## src/rtl/prog_loader_if.sv

```systemverilog
// Stream/instruction-memory bundle between a program source and prog_loader.
// master = stream source / observer side, slave = the loader.
interface prog_loader_if #(
  parameter int DATA_W  = 8,
  parameter int INSTR_W = 24
);
  logic               start;
  logic               in_valid;
  logic [DATA_W-1:0]  in_data;
  logic               in_ready;
  logic               im_we;
  logic [DATA_W-1:0]  im_addr;
  logic [INSTR_W-1:0] im_wdata;
  logic               cpu_hold;
  logic               done;
  logic               error;

  modport master (
    output start, in_valid, in_data,
    input  in_ready, im_we, im_addr, im_wdata, cpu_hold, done, error
  );

  modport slave (
    input  start, in_valid, in_data,
    output in_ready, im_we, im_addr, im_wdata, cpu_hold, done, error
  );
endinterface

```

## src/rtl/prog_loader.sv

```systemverilog
// Packs a byte stream into 24-bit instructions and writes them to im, holding the CPU meanwhile.
// Optional trailing XOR checksum byte when PROG_LOADER_CHECKSUM_EN is defined.
//   state | meaning
//   IDLE  | after reset, waiting for start
//   HDR   | accepting instruction count N
//   BYTE  | accepting instruction bytes, MSB first
//   WRITE | one-cycle im write of the assembled word
//   CHK   | accepting checksum byte (checksum build only)
//   DONE  | image loaded, CPU released
//   ERR   | checksum mismatch, CPU held (checksum build only)
module prog_loader #(
  parameter int DATA_W  = 8,
  parameter int INSTR_W = 24
) (
  input logic          clk,
  input logic          rst_n,
  prog_loader_if.slave ld_if
);

`ifdef PROG_LOADER_CHECKSUM_EN
  typedef enum logic [2:0] {IDLE, HDR, BYTE, WRITE, CHK, DONE, ERR} state_t;
  localparam state_t END_ST = CHK;
`else
  typedef enum logic [2:0] {IDLE, HDR, BYTE, WRITE, DONE} state_t;
  localparam state_t END_ST = DONE;
`endif

  state_t             state_q, state_d;
  logic [DATA_W-1:0]  n_q, n_d;
  logic [DATA_W-1:0]  addr_q, addr_d;
  logic [INSTR_W-1:0] word_q, word_d;
  logic [1:0]         idx_q, idx_d;
  logic               in_ready;
  logic               xfer;
`ifdef PROG_LOADER_CHECKSUM_EN
  logic [DATA_W-1:0]  csum_q, csum_d;
`endif

  always_ff @(posedge clk or negedge rst_n) begin
    if (!rst_n) begin
      state_q <= IDLE;
      n_q     <= '0;
      addr_q  <= '0;
      word_q  <= '0;
      idx_q   <= '0;
`ifdef PROG_LOADER_CHECKSUM_EN
      csum_q  <= '0;
`endif
    end else begin
      state_q <= state_d;
      n_q     <= n_d;
      addr_q  <= addr_d;
      word_q  <= word_d;
      idx_q   <= idx_d;
`ifdef PROG_LOADER_CHECKSUM_EN
      csum_q  <= csum_d;
`endif
    end
  end

`ifdef PROG_LOADER_CHECKSUM_EN
  assign in_ready = (state_q == HDR) || (state_q == BYTE) || (state_q == CHK);
`else
  assign in_ready = (state_q == HDR) || (state_q == BYTE);
`endif
  assign xfer = ld_if.in_valid && in_ready;

  always_comb begin
    state_d = state_q;
    n_d     = n_q;
    addr_d  = addr_q;
    word_d  = word_q;
    idx_d   = idx_q;
`ifdef PROG_LOADER_CHECKSUM_EN
    csum_d  = csum_q;
`endif
    case (state_q)
      IDLE: begin
        if (ld_if.start) begin
          state_d = HDR;
          addr_d  = '0;
          idx_d   = '0;
        end
      end
      HDR: begin
        if (xfer) begin
          n_d     = ld_if.in_data;
          idx_d   = '0;
          state_d = (ld_if.in_data == '0) ? END_ST : BYTE;
`ifdef PROG_LOADER_CHECKSUM_EN
          csum_d  = ld_if.in_data;
`endif
        end
      end
      BYTE: begin
        if (xfer) begin
          word_d = {word_q[INSTR_W-DATA_W-1:0], ld_if.in_data};
`ifdef PROG_LOADER_CHECKSUM_EN
          csum_d = csum_q ^ ld_if.in_data;
`endif
          if (idx_q == 2'd2) begin
            idx_d   = '0;
            state_d = WRITE;
          end else begin
            idx_d = idx_q + 2'd1;
          end
        end
      end
      WRITE: begin
        // Count stops at N, so N=255 never wraps back to address 0.
        addr_d  = addr_q + DATA_W'(1);
        state_d = ((addr_q + DATA_W'(1)) == n_q) ? END_ST : BYTE;
      end
`ifdef PROG_LOADER_CHECKSUM_EN
      CHK: begin
        if (xfer) state_d = (ld_if.in_data == csum_q) ? DONE : ERR;
      end
      ERR: begin
        if (ld_if.start) begin
          state_d = HDR;
          addr_d  = '0;
          idx_d   = '0;
        end
      end
`endif
      DONE: begin
        if (ld_if.start) begin
          state_d = HDR;
          addr_d  = '0;
          idx_d   = '0;
        end
      end
      default: state_d = IDLE;
    endcase
  end

  assign ld_if.in_ready = in_ready;
  assign ld_if.im_we    = (state_q == WRITE);
  assign ld_if.im_addr  = addr_q;
  assign ld_if.im_wdata = word_q;
  assign ld_if.cpu_hold = (state_q != DONE);
  assign ld_if.done     = (state_q == DONE);
`ifdef PROG_LOADER_CHECKSUM_EN
  assign ld_if.error    = (state_q == ERR);
`else
  assign ld_if.error    = 1'b0;
`endif

endmodule

```

## src/flat_wrapper.sv

```systemverilog
// flat-port wrapper written by rule: the top's interface ports become plain ports
module prog_loader_flat 
#(
  parameter int DATA_W  = 8,
  parameter int INSTR_W = 24
)
  (clk, rst_n, ld_if_start, ld_if_in_valid, ld_if_in_data, ld_if_in_ready, ld_if_im_we, ld_if_im_addr, ld_if_im_wdata, ld_if_cpu_hold, ld_if_done, ld_if_error);
  prog_loader_if #(.DATA_W(DATA_W), .INSTR_W(INSTR_W)) ld_if_i ();
  input logic clk;
  input logic rst_n;
  input wire logic [$bits(ld_if_i.start)-1:0] ld_if_start;
  input wire logic [$bits(ld_if_i.in_valid)-1:0] ld_if_in_valid;
  input wire logic [$bits(ld_if_i.in_data)-1:0] ld_if_in_data;
  output wire logic [$bits(ld_if_i.in_ready)-1:0] ld_if_in_ready;
  output wire logic [$bits(ld_if_i.im_we)-1:0] ld_if_im_we;
  output wire logic [$bits(ld_if_i.im_addr)-1:0] ld_if_im_addr;
  output wire logic [$bits(ld_if_i.im_wdata)-1:0] ld_if_im_wdata;
  output wire logic [$bits(ld_if_i.cpu_hold)-1:0] ld_if_cpu_hold;
  output wire logic [$bits(ld_if_i.done)-1:0] ld_if_done;
  output wire logic [$bits(ld_if_i.error)-1:0] ld_if_error;
  assign ld_if_i.start = ld_if_start;
  assign ld_if_i.in_valid = ld_if_in_valid;
  assign ld_if_i.in_data = ld_if_in_data;
  assign ld_if_in_ready = ld_if_i.in_ready;
  assign ld_if_im_we = ld_if_i.im_we;
  assign ld_if_im_addr = ld_if_i.im_addr;
  assign ld_if_im_wdata = ld_if_i.im_wdata;
  assign ld_if_cpu_hold = ld_if_i.cpu_hold;
  assign ld_if_done = ld_if_i.done;
  assign ld_if_error = ld_if_i.error;
  prog_loader #(.DATA_W(DATA_W), .INSTR_W(INSTR_W)) u_core (.clk(clk), .rst_n(rst_n), .ld_if(ld_if_i));
endmodule
```

## config.mk

```make
export PLATFORM = sky130hd
export DESIGN_NAME = prog_loader_flat
export DESIGN_NICKNAME = d
export VERILOG_FILES = /design/src/rtl/prog_loader_if.sv /design/src/rtl/prog_loader.sv /design/src/flat_wrapper.sv
export SDC_FILE = /design/constraint.sdc
export NUM_CORES = 1
export LEC_CHECK = 0
export ABC_CLOCK_PERIOD_IN_PS = 4300
export CAP_MARGIN = 20
export CORE_MARGIN = 4
export CORE_UTILIZATION = 53
export DETAILED_ROUTE_END_ITERATION = 6
export PLACE_DENSITY_LB_ADDON = 0.1
export SYNTH_ARGS = -nofsm -noshare
export SYNTH_HDL_FRONTEND = slang
export SYNTH_SLANG_ARGS = --single-unit
```

## constraint.sdc

```tcl
create_clock -name clk -period 4.3 [get_ports clk]
set_input_delay 1.29 -clock clk [delete_from_list [all_inputs] [get_ports clk]]
set_output_delay 1.29 -clock clk [all_outputs]
set_load 0.1 [all_outputs]
```

Word level (Yosys, flattened, before mapping) --
Index checks and enable logic that the tools add are counted.
Storage, ports and cells: bits of input ports 12, output and inout port bits 37, register bits after elaboration 45, word-level logic and storage cells 44
Operators by class: add/subtract/negate cells 2, muxes and demuxes 14, reduce and logical (&&, ||, !) cells 12, equality and inequality tests 11
Operators by type and width (count):
- 3-bit two-way mux | 6
- 8-bit one-hot mux with 2 select lines | 1
- 3-bit one-hot mux with 4 select lines | 1
- 8-bit by 1-bit adder with 8-bit output, second input constant | 1
- 8-bit == test | 1
- 8-bit logical NOT | 1
- 2-bit two-way mux | 4
- 8-bit two-way mux | 1
- 4-bit AND reduction | 2
- 3-bit by 2-bit == test with 1-bit output, second input constant | 2
- 2-bit by 1-bit inequality test with 1-bit output, second input constant | 3
- 2-bit one-hot mux with 3 select lines | 1
- 2-bit AND reduction | 3
- 3-bit by 1-bit == test with 1-bit output, second input constant | 1
- 3-bit == test, second input constant | 1
- 3-bit logical NOT | 1
- 3-bit inequality test, second input constant | 1
- 3-bit nonzero test | 1
- 2-bit by 1-bit adder with 2-bit output, second input constant | 1
- 2-bit == test, second input constant | 1
- 2-bit inequality test, second input constant | 1
- 2-bit nonzero test | 1
- 2-bit OR reduction | 1
- 1-bit logical AND | 1
- 1-bit logical OR | 1

Longest topological paths before layout --
Gate-level depths: netlist of the first run.
depth in word-level cells 5, mapped depth 7, mapped depth without buffers 6

Worst setup path after synthesis of the first run --
Ideal clock, no wire load.
kind reg-to-output, start point reg u_core.state_q[0], end point out ld_if_in_ready, path buffers 0, cell stages (with the launch flop) 3, slack 0.866 ns, data arrival time 2.144 ns, data required time 3.010 ns, cells stage by stage dfrtp_1 > nand2b_1 > a21oi_1
On the way: word-level cells in the longest chain between the ends 2, elaborated cells on any way between the ends 3, classes of those cells 2 x eq/ne; 1 x reduce/logical
Ends and longest elaborated chain:
- from (decl) | line prog_loader.sv:28 | state_t state_q, state_d;
- from (signal assigned) | line prog_loader.sv:50 | state_q <= state_d;
- 3-bit by 1-bit == test with 1-bit output / 3-bit by 2-bit == test with 1-bit output (equally long branches) | line prog_loader.sv:64 | assign in_ready = (state_q == HDR) || (state_q == BYTE);
- 1-bit logical OR * | line prog_loader.sv:64
- to (decl) | line flat_wrapper.sv:14 | output wire logic [$bits(ld_if_i.in_ready)-1:0] ld_if_in_ready;
Every way passes the cells marked *; elsewhere a longest branch is shown, timed or not.

Final worst setup path of the first run --
start point reg u_core.addr_q[0] (netlist: u_core.ld_if.im_addr[0]), end point out ld_if_im_addr[0]
RTL lines:
- from (decl) | line prog_loader.sv:30 | logic [DATA_W-1:0] addr_q, addr_d;
- from (signal assigned) | line prog_loader.sv:52 | addr_q <= addr_d;
- to (decl) | line flat_wrapper.sv:16 | output wire logic [$bits(ld_if_i.im_addr)-1:0] ld_if_im_addr;
No word-level cell between the ends.

==> results of run 1 <==
registers in the layout, summed over array words and instances (netlist names):
| signal | count |
|---|---|
| u_core.idx_q | 2 |
| u_core.ld_if.im_addr | 8 |
| u_core.ld_if.im_wdata | 24 |
| u_core.n_q | 8 |
| u_core.state_q | 3 |
synthesized netlist by cell type:
| cell | instances | share of area, % |
|---|---|---|
| nand2b_1 | 2 | 0.61 |
| and3_1 | 3 | 0.92 |
| xor2_1 | 3 | 1.3 |
| nor2_2 | 2 | 0.61 |
| o32a_1 | 1 | 0.49 |
| o31ai_1 | 2 | 0.74 |
| buf_6 | 1 | 0.55 |
| xnor2_1 | 10 | 4.3 |
| nand3_1 | 5 | 1.2 |
| conb_1 | 1 | 0.18 |
| nand4_1 | 2 | 0.61 |
| o21ai_0 | 9 | 2.2 |
| o22ai_1 | 1 | 0.31 |
| o32ai_1 | 1 | 0.43 |
| buf_4 | 4 | 1.5 |
| nand2_1 | 10 | 1.8 |
| nor4_1 | 2 | 0.61 |
| a31oi_1 | 1 | 0.31 |
| a22o_1 | 4 | 1.7 |
| a21oi_1 | 4 | 0.98 |
| a211o_1 | 1 | 0.43 |
| mux2_2 | 33 | 18 |
| and3_2 | 1 | 0.37 |
| and2_0 | 1 | 0.31 |
| a31o_2 | 1 | 0.43 |
| nor3_2 | 1 | 0.49 |
| nor3_1 | 1 | 0.25 |
| nand4b_1 | 1 | 0.43 |
| inv_1 | 4 | 0.74 |
| nor2_1 | 4 | 0.74 |
| ha_1 | 1 | 0.61 |
| dfrtp_1 | 45 | 55 |
| o311ai_0 | 1 | 0.43 |
kinds of logic after synthesis:
| logic type | synth area share, % |
|---|---|
| DFF | 55.2 |
| xor gates and xnor gates | 5.58 |
| AOI/OAI and AO/OA | 8.46 |
| and+or+nand+nor | 9.01 |
| other | 0.184 |
| muxes | 18.2 |
| buffers and inverters | 2.76 |
| adders and majority gates | 0.613 |
placed cells by master (no fill, tap or decap), drive strengths merged, types with 2 or more instances in the layout:
| master | count |
|---|---|
| dfrtp | 45 |
| clkdlybuf4s50 | 42 |
| mux2 | 33 |
| nand2 | 10 |
| xnor2 | 10 |
| o21ai | 9 |
| buf | 7 |
| clkbuf | 6 |
| nor2 | 6 |
| nand3 | 5 |
| inv | 4 |
| a21oi | 4 |
| a22o | 4 |
| and3 | 4 |
| xor2 | 3 |
| nand2b | 2 |
| nand4 | 2 |
| nor4 | 2 |
| o31ai | 2 |
| nor3 | 2 |
layout make-up:
cell class | count | area (um2) | area share (%)
tap | 48 | 60.1 | 2.26
timing repair buffer | 49 | 483 | 18.2
clock buffer | 6 | 72.6 | 2.73
multi-input combinational | 109 | 858 | 32.3
clock inverter | 2 | 38.8 | 1.46
inverter | 4 | 15.0 | 0.566
sequential | 45 | 1130 | 42.4
through the flow:
step | utilization, % | setup slack (ns) | cells | hold slack [ns]
2_1_floorplan | - | 0.866 | 163 | 0.489
3_3_place_gp | 68.4 | 1.41 | 254 | 0.489
3_5_place_dp | 68.4 | 1.36 | 254 | 0.497
4_1_cts | 71.4 | 1.06 | 262 | 0.515
5_1_grt | 71.9 | 1.01 | 263 | 0.535
6_report | 71.9 | 1.07 | 263 | 0.512
path summary, 6_finish.rpt:
kind	to	slack, ns	startpoint
max	ld_if_im_addr[0]	1.07	u_core.ld_if.im_addr[0]$_DFFE_PN0P_
min	u_core.ld_if.im_wdata[18]$_DFFE_PN0P_	0.51	u_core.ld_if.im_wdata[18]$_DFFE_PN0P_
max reg2reg	u_core.ld_if.im_addr[2]$_DFFE_PN0P_	2.37	u_core.state_q[0]$_DFFE_PN0P_
min reg2reg	u_core.ld_if.im_wdata[18]$_DFFE_PN0P_	0.51	u_core.ld_if.im_wdata[18]$_DFFE_PN0P_
max in group asynchronous	u_core.ld_if.im_addr[1]$_DFFE_PN0P_	3.01	rst_n
min in group asynchronous	u_core.ld_if.im_addr[7]$_DFFE_PN0P_	0.84	rst_n
routing by layer:
layer | wire (um) | GRT usage (%) | up-vias
met4 | 13 | 4.04 | 0
met2 | 2200 | 31.6 | 52
li1 | - | - | 684
met1 | 1690 | 21.1 | 701
met3 | 278 | 6.47 | 2
met5 | 0 | 0 | -
==> metrics.txt, run 1 <==
Clock Path Buffers 2; Core ar. about 3700 um2; Tot GR Track Use a little under a fifth; initial antenna violation count 0; Rows 22; minimum clock period around 3.2 ns; Pins Over Slew Limit 0; final hold violation count 0; Levels on crit path 1; routability congestion estimate 0.781; Yosys reg bits 45; CP required 3.01 ns; post_cts resized 0; Ports 49; CP Max Fanout 7; Setup Fix Bufs, Post-CTS 0; Iteration-0 DRC Markers 33; Avg WL per Cell ~16 um; critical path's slowest cell clkdlybuf4s50_1; largest net degree at the start of global routing 46; port buffer count 47; WHS Path Cells 1; WS Path Type reg2out; H-Tree Depth 2; Cell Area, Synth 2040 um2; initial core utilization 55.3%; Largest delay share family, worst path buffers and inverters; Worst-path clk slew around 0.08 ns; max-cap violations 0; Die Height approximately 70 um; Least-Margin Pin Slew ~1 ns; Fin Clk Skew between 0.002 and 0.003 ns; RSZ-0062 raised after global routing false; r2r worst-path depth 5; fin crit share around 75%; ANT cells 0; P&R area growth vs syn 30.0%; Mean Syn Cell Area 12.5 um2; Placed Area 2520 um2; grt total ovfl 0; post-DP HPWL 3.00 mm; Hold/Removal Path Class reg2reg; CTS tree built; setup_tns 0 ns; antenna viol nets, final 0; Root Buffer clkbuf_8; worst rel slew slack around 34%; drt first pass iters 4; share of the yosys chip area belonging to registers 55.2%; first-pass GRT wire length around 7 mm; final setup vio count 0; Residual DRC 0; critical path's largest stage delay 1.18 ns; syn nets 176; Synth Warn # 0; layout cell share with drive strength beyond 1 between 20% and 30%; status finished, final reports clean; Filler Cells Inserted ~300; vias in the first global route 1508; number of buffers created by CTS 5; WL final 4.19 mm; critical path cell sequence clkdlybuf4s50_1; Final #Nets roughly 230; die footprint 4910 um2; clk_lat worst skew 0.29 ns; Vias per Instance 5.47; Die W 70.1 um; Critical Path AT 1.94 ns; Synth cell types 33; crit path launch type flip-flop; design area between 2000 and 3000 um2; CTS sink count 45; via count 1439; Synth Instances 163; Peak Freq 309 MHz; Critical Path Sink Type primary output; CP Buf/Inv Count 1; cts hold-fix bufs 0
Power of run 1 is left out: the tool's default activity adds up to more than one toggle a clock period on the data nets, which glitch-free logic cannot reach.
==> inputs of run 2 (changes only) <==
ABC_CLOCK_PERIOD_IN_PS = 3100   (was 4300)
CORE_UTILIZATION = 49   (was 53)
clock period = 3.1 ns   (was 4.3 ns; I/O delays follow)
==> metrics.txt, run 2 (synthesized netlist as in run 1, its figures left out) <==
commonest non-fill, non-tap cell in the layout dfrtp_1; Filler Cells Inserted roughly 330; Pins Over Slew Limit 0; max reg flops 24; post-DP HPWL between 3 and 4 mm; Critical Path Sink Type primary output; WL final ~4.2 mm; Least-Margin Pin Slew 0.981 ns; drt first pass iters 4; post_cts resized 0; Root Buffer clkbuf_8; Worst-path clk slew 0.09 ns; Placed Area roughly 2500 um2; crit path launch type flip-flop; Hold/Removal Path Class reg2reg; critical path's slowest cell inv_1; CP required 2.17 ns; RR Startpoint u_core.state_q[1]$_DFFE_PN0P_; status finished, final reports clean; Tot GR Track Use 17.3%; Die Height around 73 um; clk_lat worst skew 0.30 ns; r2r worst-path depth 5; worst rel slew slack 34.6%; Most common cell on crit path inv_1; cts hold-fix bufs 0; Final #Nets about 230; Worst Setup SP u_core.state_q[2]$_DFFE_PN0P_; WS Path Type reg2out; initial core utilization 51.0%; first-pass GRT wire length 7.04 mm; Setup Fix Bufs, Post-CTS 0; max-cap violations 0; commonest cells after routing, fill and taps aside dfrtp_1 (45), buf_4 (36), mux2_2 (33); layout cell share with drive strength beyond 1 ~39%; RSZ-0062 raised after global routing false; CP Max Fanout 11; Die W 72.5 um; fin crit share between 80% and 90%; via count 1455; Ports 49; number of buffers created by CTS 5; critical path cell sequence inv_1 > nand3_1 > inv_1 > buf_12; Rows 23; dpl ws around 0.54 ns; routability congestion estimate 0.824; final setup vio count 0; Core ar. 4000 um2; Reg area between 1000 and 1500 um2; CTS sink count 45; H-Tree Depth 2; Residual DRC 0; CTS tree built; Critical Path AT 1.76 ns; Fin Clk Skew 0.00520 ns; port buffer count 47; Hold Crit Start u_core.ld_if.im_wdata[21]$_DFFE_PN0P_; fin worst setup slack 0.410 ns; die footprint about 5300 um2; WHS Path Cells 1; Worst R2R End u_core.ld_if.im_addr[3]$_DFFE_PN0P_; reg2reg setup slack about 1.1 ns; design area 2550 um2; setup_tns 0 ns; Avg WL per Cell about 16 um; critical path's largest stage delay 0.43 ns; Peak Freq between 300 and 400 MHz; ANT cells 0; antenna viol nets, final 0; grt total ovfl 0; Vias per Instance 5.51; final hold violation count 0; initial antenna violation count 0; minimum clock period 2.69 ns; Worst Setup EP ld_if_im_we; P&R area growth vs syn 24.8%; largest net degree at the start of global routing 46; vias in the first global route 1507; Clock Path Buffers 2; multi-input logic area 858 um2; Iteration-0 DRC Markers 34; post-layout util 63.7%
[run 2: cell types whose count changed in the layout (fill, tap and decap cells not counted)]
cell             before  now
buf_4                 5   36
bufinv_16             1    0
clkbuf_1              1    0
clkdlybuf4s50_1      42   10
clkinv_2              0    1
clkinv_4              1    0
clkinvlp_4            0    1
inv_6                 0    1
[run 2: layer usage]
| metal | routed length [um] | vias up | GRT usage (%) |
|---|---|---|---|
| li1 | - | 690 | - |
| met1 | 1770 | 722 | 21.8 |
| met2 | 2080 | 35 | 28.5 |
| met3 | 233 | 8 | 5.12 |
| met4 | 84 | 0 | 6.15 |
| met5 | 0 | - | 0 |
[run 2: worst min path at each step]
stage,endpoint,slack [ns]
floorplan,u_core.idx_q[1]$_DFFE_PN0P_,0.49
global placement,u_core.ld_if.im_wdata[23]$_DFFE_PN0P_,0.49
detailed placement,u_core.ld_if.im_wdata[18]$_DFFE_PN0P_,0.50
CTS,u_core.ld_if.im_wdata[18]$_DFFE_PN0P_,0.52
global route,u_core.ld_if.im_wdata[20]$_DFFE_PN0P_,0.54
finish,u_core.ld_if.im_wdata[21]$_DFFE_PN0P_,0.51
[run 2: final cells by class]
type,instances,share of cell area (%)
repair buffers,48,15.5
flip-flops and latches,45,44.2
well taps,50,2.46
multi-input cells,109,33.7
clock buffers,5,2.70
inverters,4,0.589
clock inverters,3,0.835
[run 2: metrics by stage]
step	hold WS (ns)	cells
after global placement	0.493	256
after detailed placement	0.498	256
after CTS	0.518	264
final	0.515	264
after global routing	0.545	264
after floorplan	0.489	163
[run 2: critical path, delay by kind of cell, from the launching register on]
family | cells | cell delay [ns]
buf+inv | 3 | 0.77
flops | 1 | 0.42
simple gates | 1 | 0.28
Power of run 2 is left out for the same reason.
